### src/rtl/fetch_unit.sv
// Instruction fetch stage: owns the PC, drives the registered instruction ROM and
// hands instructions to the control unit over valid/ready. Optional: FETCH_PREFETCH_EN.
module fetch_unit #(
    parameter int               ADDR_W  = 11,
    parameter int               INSTR_W = 17,
    parameter int               OP_W    = 5,
    parameter logic [OP_W-1:0]  ENDOP   = 5'd31
) (
    input  logic               clk,
    input  logic               rst_n,
    input  logic               start,
    output logic [ADDR_W-1:0]  imem_addr,
    input  logic [INSTR_W-1:0] imem_data,
    output logic [INSTR_W-1:0] ir_out,
    output logic               ir_valid,
    input  logic               ir_ready,
    input  logic               jump_en,
    input  logic [ADDR_W-1:0]  jump_target,
    output logic [ADDR_W-1:0]  pc_out,
    output logic               halted
);

    typedef enum logic [2:0] {
        S_IDLE  = 3'd0,
        S_REQ   = 3'd1,
        S_CAP   = 3'd2,
        S_VALID = 3'd3,
        S_HALT  = 3'd4
    } state_t;

    state_t             state, state_nxt;
    logic [ADDR_W-1:0]  pc, pc_nxt, pc_inc;
    logic [INSTR_W-1:0] ir_nxt;
    logic [ADDR_W-1:0]  pc_out_nxt;
    logic               ir_valid_nxt;
    logic               halted_nxt;
    logic               handshake;
    logic               is_endop;

    assign pc_inc    = pc + ADDR_W'(1);
    assign handshake = ir_valid && ir_ready;
    assign is_endop  = (ir_out[INSTR_W-1 -: OP_W] == ENDOP);

`ifdef FETCH_PREFETCH_EN
    // While an instruction waits in VALID, the ROM speculatively reads the next word.
    assign imem_addr = (state == S_VALID) ? pc_inc : pc;
`else
    assign imem_addr = pc;
`endif

    always_ff @(posedge clk or negedge rst_n) begin
        if (!rst_n) begin
            state    <= S_IDLE;
            pc       <= '0;
            ir_out   <= '0;
            pc_out   <= '0;
            ir_valid <= 1'b0;
            halted   <= 1'b0;
        end else begin
            state    <= state_nxt;
            pc       <= pc_nxt;
            ir_out   <= ir_nxt;
            pc_out   <= pc_out_nxt;
            ir_valid <= ir_valid_nxt;
            halted   <= halted_nxt;
        end
    end

    always_comb begin
        state_nxt    = state;
        pc_nxt       = pc;
        ir_nxt       = ir_out;
        pc_out_nxt   = pc_out;
        ir_valid_nxt = ir_valid;
        halted_nxt   = halted;

        unique case (state)
            S_IDLE: begin
                if (start) begin
                    pc_nxt    = '0;
                    state_nxt = S_REQ;
                end
            end

            // ROM registers imem_addr on this edge; its data is usable in CAP.
            S_REQ: begin
                state_nxt = S_CAP;
            end

            S_CAP: begin
                ir_nxt       = imem_data;
                pc_out_nxt   = pc;
                ir_valid_nxt = 1'b1;
                state_nxt    = S_VALID;
            end

            S_VALID: begin
                if (handshake) begin
                    ir_valid_nxt = 1'b0;
                    if (is_endop) begin
                        halted_nxt = 1'b1;
                        state_nxt  = S_HALT;
                    end else if (jump_en) begin
                        pc_nxt    = jump_target;
                        state_nxt = S_REQ;
                    end else begin
                        pc_nxt    = pc_inc;
`ifdef FETCH_PREFETCH_EN
                        state_nxt = S_CAP;
`else
                        state_nxt = S_REQ;
`endif
                    end
                end
            end

            S_HALT: begin
                if (start) begin
                    halted_nxt = 1'b0;
                    pc_nxt     = '0;
                    state_nxt  = S_REQ;
                end
            end

            default: begin
                state_nxt    = S_IDLE;
                ir_valid_nxt = 1'b0;
            end
        endcase
    end

endmodule

### config.mk
export PLATFORM = sky130hd
export DESIGN_NAME = fetch_unit
export DESIGN_NICKNAME = d
export VERILOG_FILES = /design/src/rtl/fetch_unit.sv
export SDC_FILE = /design/constraint.sdc
export NUM_CORES = 1
export LEC_CHECK = 0
export CORE_ASPECT_RATIO = 1.75
export CORE_MARGIN = 2
export CORE_UTILIZATION = 46
export CTS_BUF_LIST = sky130_fd_sc_hd__clkbuf_4 sky130_fd_sc_hd__clkbuf_8
export CTS_CLUSTER_DIAMETER = 200
export CTS_CLUSTER_SIZE = 12
export DETAILED_ROUTE_END_ITERATION = 6
export PLACE_DENSITY = 0.9
export SLEW_MARGIN = 20
export SYNTH_ARGS = -nofsm -noshare
export SYNTH_HDL_FRONTEND = slang
export SYNTH_SLANG_ARGS = --single-unit
### constraint.sdc
create_clock -name clk -period 2.6 [get_ports clk]
set_input_delay 0.39 -clock clk [delete_from_list [all_inputs] [get_ports clk]]
set_output_delay 0.39 -clock clk [all_outputs]
set_load 0.005 [all_outputs]
==> results of run 1 <==
-- layout by cell type, fill, tap and decap left out, drive strengths merged, types with 3 or more instances in the layout --
| cell | n |
|---|---|
| a21oi | 5 |
| and3 | 3 |
| buf | 6 |
| clkbuf | 5 |
| clkdlybuf4s50 | 72 |
| dfrtp | 44 |
| inv | 5 |
| mux2 | 27 |
| nand2 | 12 |
| nand3 | 10 |
| nor2 | 5 |
| nor3 | 7 |
| o211ai | 3 |
| o21a | 3 |
| o21ai | 11 |
-- logic make-up (layout without fill, tap and decap cells) --
group / count (synthesis) / after routing / synth area share, %
simple gates: 45 / 45 / 11.7
flops: 44 / 44 / 54.8
compound gates: 37 / 37 / 12.3
mux: 28 / 28 / 15.6
buf+inv: 12 / 90 / 3.18
xor+xnor: 4 / 4 / 1.74
fa+ha+maj: 1 / 1 / 0.623
-- report_power, final --
part / internal [mW] / total (mW) / switching (mW)
clock: 0.182 / 0.409 / 0.227
sequential: 0.983 / 1.25 / 0.271
combinational: 0.862 / 1.27 / 0.406
-- area by class of cell --
cell class	instances	area, µm²
inverters	5	18.8
clock inverters	2	12.5
flip-flops and latches	44	1100
fillers	312	1280
well taps	49	61.3
clock buffers	5	68.8
multi-input cells	115	846
repair buffers	78	766
-- through the flow --
stage          utilization (%)  std cells  power [mW]  hold slack, ns
2_1_floorplan                -        171        1.75          0.0944
3_3_place_gp              67.2        291        2.50           0.489
3_5_place_dp              67.2        291        2.54           0.496
4_1_cts                   69.2        298        2.96           0.270
5_1_grt                   69.2        298        3.13           0.124
6_report                  69.2        298        2.93          0.0795
-- worst max-delay path: stages (launching register included) --
cell	delay [ns]
dfrtp_1	0.43
ha_1	0.24
nand3_2	0.14
or4_1	0.51
or4_1	0.42
o211ai_1	0.17
-- path summary, 6_finish.rpt --
| kind | startpoint | end | slack (ns) |
|---|---|---|---|
| setup / recovery | imem_addr[0] | imem_addr[10] | 0.59 |
| hold / removal | rst_n | imem_addr[8] | 0.08 |
| setup reg to reg | imem_addr[0] | imem_addr[10] | 0.59 |
| hold reg to reg | ir_out[5] | ir_out[5] | 0.51 |
| max in group asynchronous | rst_n | pc_out[4] | 2.15 |
| min in group clk | ir_out[5] | ir_out[5] | 0.51 |
-- sequential cells by signal (all words and copies together) (netlist names) --
| signal | count |
|---|---|
| halted | 1 |
| ir_out | 17 |
| ir_valid | 1 |
| imem_addr | 11 |
| pc_out | 11 |
| state | 3 |
-- routing by layer --
| layer | routed length, µm | track usage, % | part of all wire [%] | vias to the layer above |
|---|---|---|---|---|
| met2 | 2560 | 37.1 | 54 | 76 |
| met5 | 0 | 0 | 0 | - |
| met1 | 1760 | 25.1 | 37 | 828 |
| met3 | 375 | 6.74 | 7.8 | 10 |
| met4 | 85 | 7.69 | 1.8 | 0 |
| li1 | - | - | - | 778 |
==> flow_metrics.tcl, run 1 <==
set metrics [dict create \
    place_area_mm2 0.00279 \
    clk_latency_ns 0.29 \
    async_flop_share_pct 100 \
    final.setup.tns_ns 0 \
    syn_inst 171 \
    setup_violations 0 \
    die_area_mm2 0.00493 \
    cts_root_buf "clkbuf_8" \
    relSlewSlack_pct 62.0 \
    max_freq_mhz 497 \
    cts_tree "done" \
    place.detailed.hpwl_um 3550 \
    clkTransAtPathRegs_ns 0.08 \
    status "finished, final reports clean" \
    cts-resized-gates 0 \
    worst_slew_pin_slew_ns 0.570 \
    skew_ns 0.00308 \
    ys_types 40 \
    post_cts_buffers 0 \
    p_per_area_mw_per_mm2 1020 \
    grt-ovfl-total 0 \
    maxCapViolCount 0 \
    antenna_cells 0 \
    synth_flop_cell "dfrtp_1" \
    ys_warn_count 0 \
    nNetsFinal 283 \
    grt_pass1_vias 1759 \
    p_leak_nw 1.17 \
    grtUsageTotal_pct 22.0 \
    seq_area_frac_synth_pct 54.8 \
    io_buffer_count 73 \
    viasPerCell 5.68 \
    die_y_um 91.4 \
    cp-end-kind "flop" \
    ir_worst_vdd_mv 0.723 \
    finalCriticalPeriod_ns 2.01 \
    ios 74 \
    worst-setup-path-type "flop to flop" \
    rsz0062_at_grt "false" \
    hold_viol_final 0 \
    dr.first_iter.drc_count 51 \
    start_util_pct 48.4 \
    fin_area_mm2 0.00287 \
    start_kind "flop" \
    yosys-top-cells-count "dfrtp_1 (44), mux2_2 (27), nand2_1 (12)" \
    place_ws_ns 0.609 \
    area_growth_syn_to_layout_pct 43.1 \
    synth_fp_nets 205 \
    clock_path_buffers 2 \
    drc 0 \
    cp.arrival_ns 2.22 \
    synth_area_leaders "dfrtp_1 (55%), mux2_2 (15%), o21ai_0 (2.7%), nand3_1 (2.2%), nand2_1 (2.2%)" \
    cts.hold.buffers_added 0 \
    routed_wirelength_um 4790 \
    synthMostInstantiatedCell "dfrtp_1" \
    via_count 1692 \
    post_drt_wl_per_cell_um 16.1 \
    gp_congestion 0.882 \
    placementRows 31 \
    cp_data_required_time_ns 2.81 \
    avgSynthCellArea_um2 11.7 \
    antenna_found_initial 0 \
    fp.dieW_um 53.9 \
    synth-edff-count 0 \
    hold_path_class "input port to asynchronous set/reset pin" \
    finalWorstSetupSlack_ns 0.590 \
    post-synth-top-area-cell "dfrtp_1" \
    period_share_pct 77.3 \
    htreeDepth 2 \
    postRouteAntennaNets 0 \
    first_pass_iters 4 \
    r2r_cells 5 \
    synth.cell_area_mm2 0.00201 \
    netlist.area_leader.share_pct 54.8 \
    drv_slew 0 \
    final_layout_size_suffix_gt1_share_pct 17.7 \
    grt_max_degree 45 \
    grt_pass1_wl_um 8070 \
    cts_buffers 5 \
    critPathMaxFanout 7 \
    core-area_mm2 0.00415 \
    cts_sinks 44 \
    ys_ff_latch 44 \
]
Note: power is estimated with default switching activity, not from simulation.
==> run 2: changes to the inputs <==
Settings changed: CORE_UTILIZATION 46 to 41, PLACE_DENSITY 0.9 to 0.86.
Clock period 2.6 ns to 1.7 ns, I/O delays scaled along.
==> flow_metrics.tcl, run 2 (synthesis results as in run 1) <==
set metrics [dict create \
    critPathMaxFanout 2 \
    r2r_setup_slack_ns -0.09 \
    place_area_mm2 0.00294 \
    rsz0062_at_grt "true" \
    placementRows 33 \
    post_cts_buffers 0 \
    hold_viol_final 0 \
    crit_path_end "imem_addr[10]" \
    setup.worst_path.start "imem_addr[0]" \
    cp.arrival_ns 2.00 \
    clk_latency_ns 0.29 \
    via_count 1734 \
    largest_reg_flops 17 \
    power.switching_mw 1.41 \
    nNetsFinal 300 \
    fp.dieW_um 56.9 \
    p_clk_share_pct 13.2 \
    p_per_area_mw_per_mm2 1540 \
    sw_frac_of_total_pct 30.1 \
    maxCapViolCount 0 \
    fin_area_mm2 0.00304 \
    r2r_cells 5 \
    clock_path_buffers 2 \
    worst-setup-path-type "flop to flop" \
    mostFrequentLayoutCells "clkdlybuf4s50_1 (72), dfrtp_1 (44), mux2_2 (27), buf_4 (19), nand2_1 (12)" \
    start_kind "flop" \
    cts_buffers 5 \
    relSlewSlack_pct 64.1 \
    internal-power_mw 3.27 \
    p_seq_share_pct 37.9 \
    p_comb_share_pct 48.8 \
    clkTransAtPathRegs_ns 0.08 \
    routed_wirelength_um 4970 \
    top_register "ir_out" \
    final_layout_size_suffix_gt1_share_pct 23.3 \
    post_drt_wl_per_cell_um 15.6 \
    finalCriticalPeriod_ns 1.79 \
    status "finished, violations left" \
    ios 74 \
    gp_congestion 0.828 \
    layout_commonest_cell "clkdlybuf4s50_1" \
    p_leak_nw 1.25 \
    ir_worst_vdd_mv 1.12 \
    grt-ovfl-total 0 \
    grt_pass1_wl_um 8120 \
    grt_pass1_vias 1778 \
    antenna_cells 0 \
    period_share_pct 106 \
    first_pass_iters 4 \
    skew_ns 0.00518 \
    cp_data_required_time_ns 1.91 \
    start_util_pct 42.7 \
    drv_slew 0 \
    cts_root_buf "clkbuf_8" \
    place_ws_ns -0.116 \
    viasPerCell 5.45 \
    finalWorstSetupSlack_ns -0.0946 \
    grtUsageTotal_pct 19.1 \
    cts_tree "done" \
    cts_sinks 44 \
    htreeDepth 2 \
    die_area_mm2 0.00550 \
    worst_slew_pin_slew_ns 0.538 \
    fin_util_pct 64.5 \
    antenna_found_initial 0 \
    grt_max_degree 28 \
    max_freq_mhz 557 \
    drc 0 \
    io_buffer_count 73 \
    cp-end-kind "flop" \
    core-area_mm2 0.00471 \
    violations "setup timing" \
    dr.first_iter.drc_count 38 \
    reg2reg_to "imem_addr[10]" \
    hold_path_class "input port to asynchronous set/reset pin" \
    die_y_um 96.6 \
    area_growth_syn_to_layout_pct 51.2 \
    timing.rr.start "imem_addr[0]" \
    place.detailed.hpwl_um 3830 \
    postRouteAntennaNets 0 \
    setup_violations 1 \
]
run 2: cell count changes in the layout (fill, tap and decap cells not counted):
cell,previous run,this run
or4_4,0,1
dlygate4sd3_1,0,1
or4_1,2,1
ha_2,0,1
buf_12,0,2
ha_1,1,0
buf_4,6,19
buf_2,0,1
run 2: area by class of cell:
type,instances,area (µm²)
Tap cell,52,65.1
Clock buffer,5,68.8
Fill cell,388,1670
Sequential cell,44,1100
Timing Repair Buffer,95,918
Inverter,5,18.8
Multi-Input combinational cell,115,852
Clock inverter,2,12.5
run 2: power by group through the flow:
stage	Sequential [mW]	Clock [mW]	Combinational (mW)
2_1_floorplan	1.89	0	0.792
3_3_place_gp	1.78	0	2.25
3_5_place_dp	1.81	0	2.31
4_1_cts	1.79	0.642	2.32
5_1_grt	1.84	0.686	2.47
6_report	1.78	0.620	2.29
run 2: critical path: stages (launching register included):
cell and delay, ns:
dfrtp_1 0.37, ha_2 0.19, nand3_2 0.09, or4_4 0.49, or4_1 0.41, o211ai_1 0.17
run 2: how the worst min path moves through the flow:
stage,from,end,cells after the start
6_report,rst_n,pc_out[8],2
2_1_floorplan,rst_n,halted,0
4_1_cts,rst_n,imem_addr[0],2
3_5_place_dp,rst_n,pc_out[8],1
5_1_grt,rst_n,imem_addr[0],2
3_3_place_gp,rst_n,pc_out[8],1
run 2: repair_timing:
action | in CTS | in global routing
hold endpoints to repair | 21 | 0
resized for setup | 1 | 0
gates cloned | 0 | 0
endpoints found under the setup margin | 1 | 1
pin swaps | 1 | 0
hold buffers | 1 | 0
run 2: metrics by stage:
step                setup TNS, ns  instances  hold WS [ns]  power, mW
finish                    -0.0946        318         0.470       4.69
global route               -0.170        318         0.519       4.99
CTS                        -0.114        318         0.495       4.75
detailed placement         -0.692        310         0.270       4.11
global placement           -0.332        310         0.265       4.02
floorplan                  -0.151        171       -0.0406       2.69
run 2: metal layers:
| layer | routed length, µm | track usage, % | vias to the layer above |
|---|---|---|---|
| li1 | - | - | 815 |
| met1 | 1830 | 21.3 | 839 |
| met2 | 2730 | 34.1 | 69 |
| met3 | 309 | 5.33 | 11 |
| met4 | 101 | 7.56 | 0 |
| met5 | 0 | 0 | - |
==> run 3: changes to the inputs <==
Settings changed: CAP_MARGIN set to 25.
==> results of run 3 <==
Same layout as run 2: the final DEF is identical, and so are final timing and power.
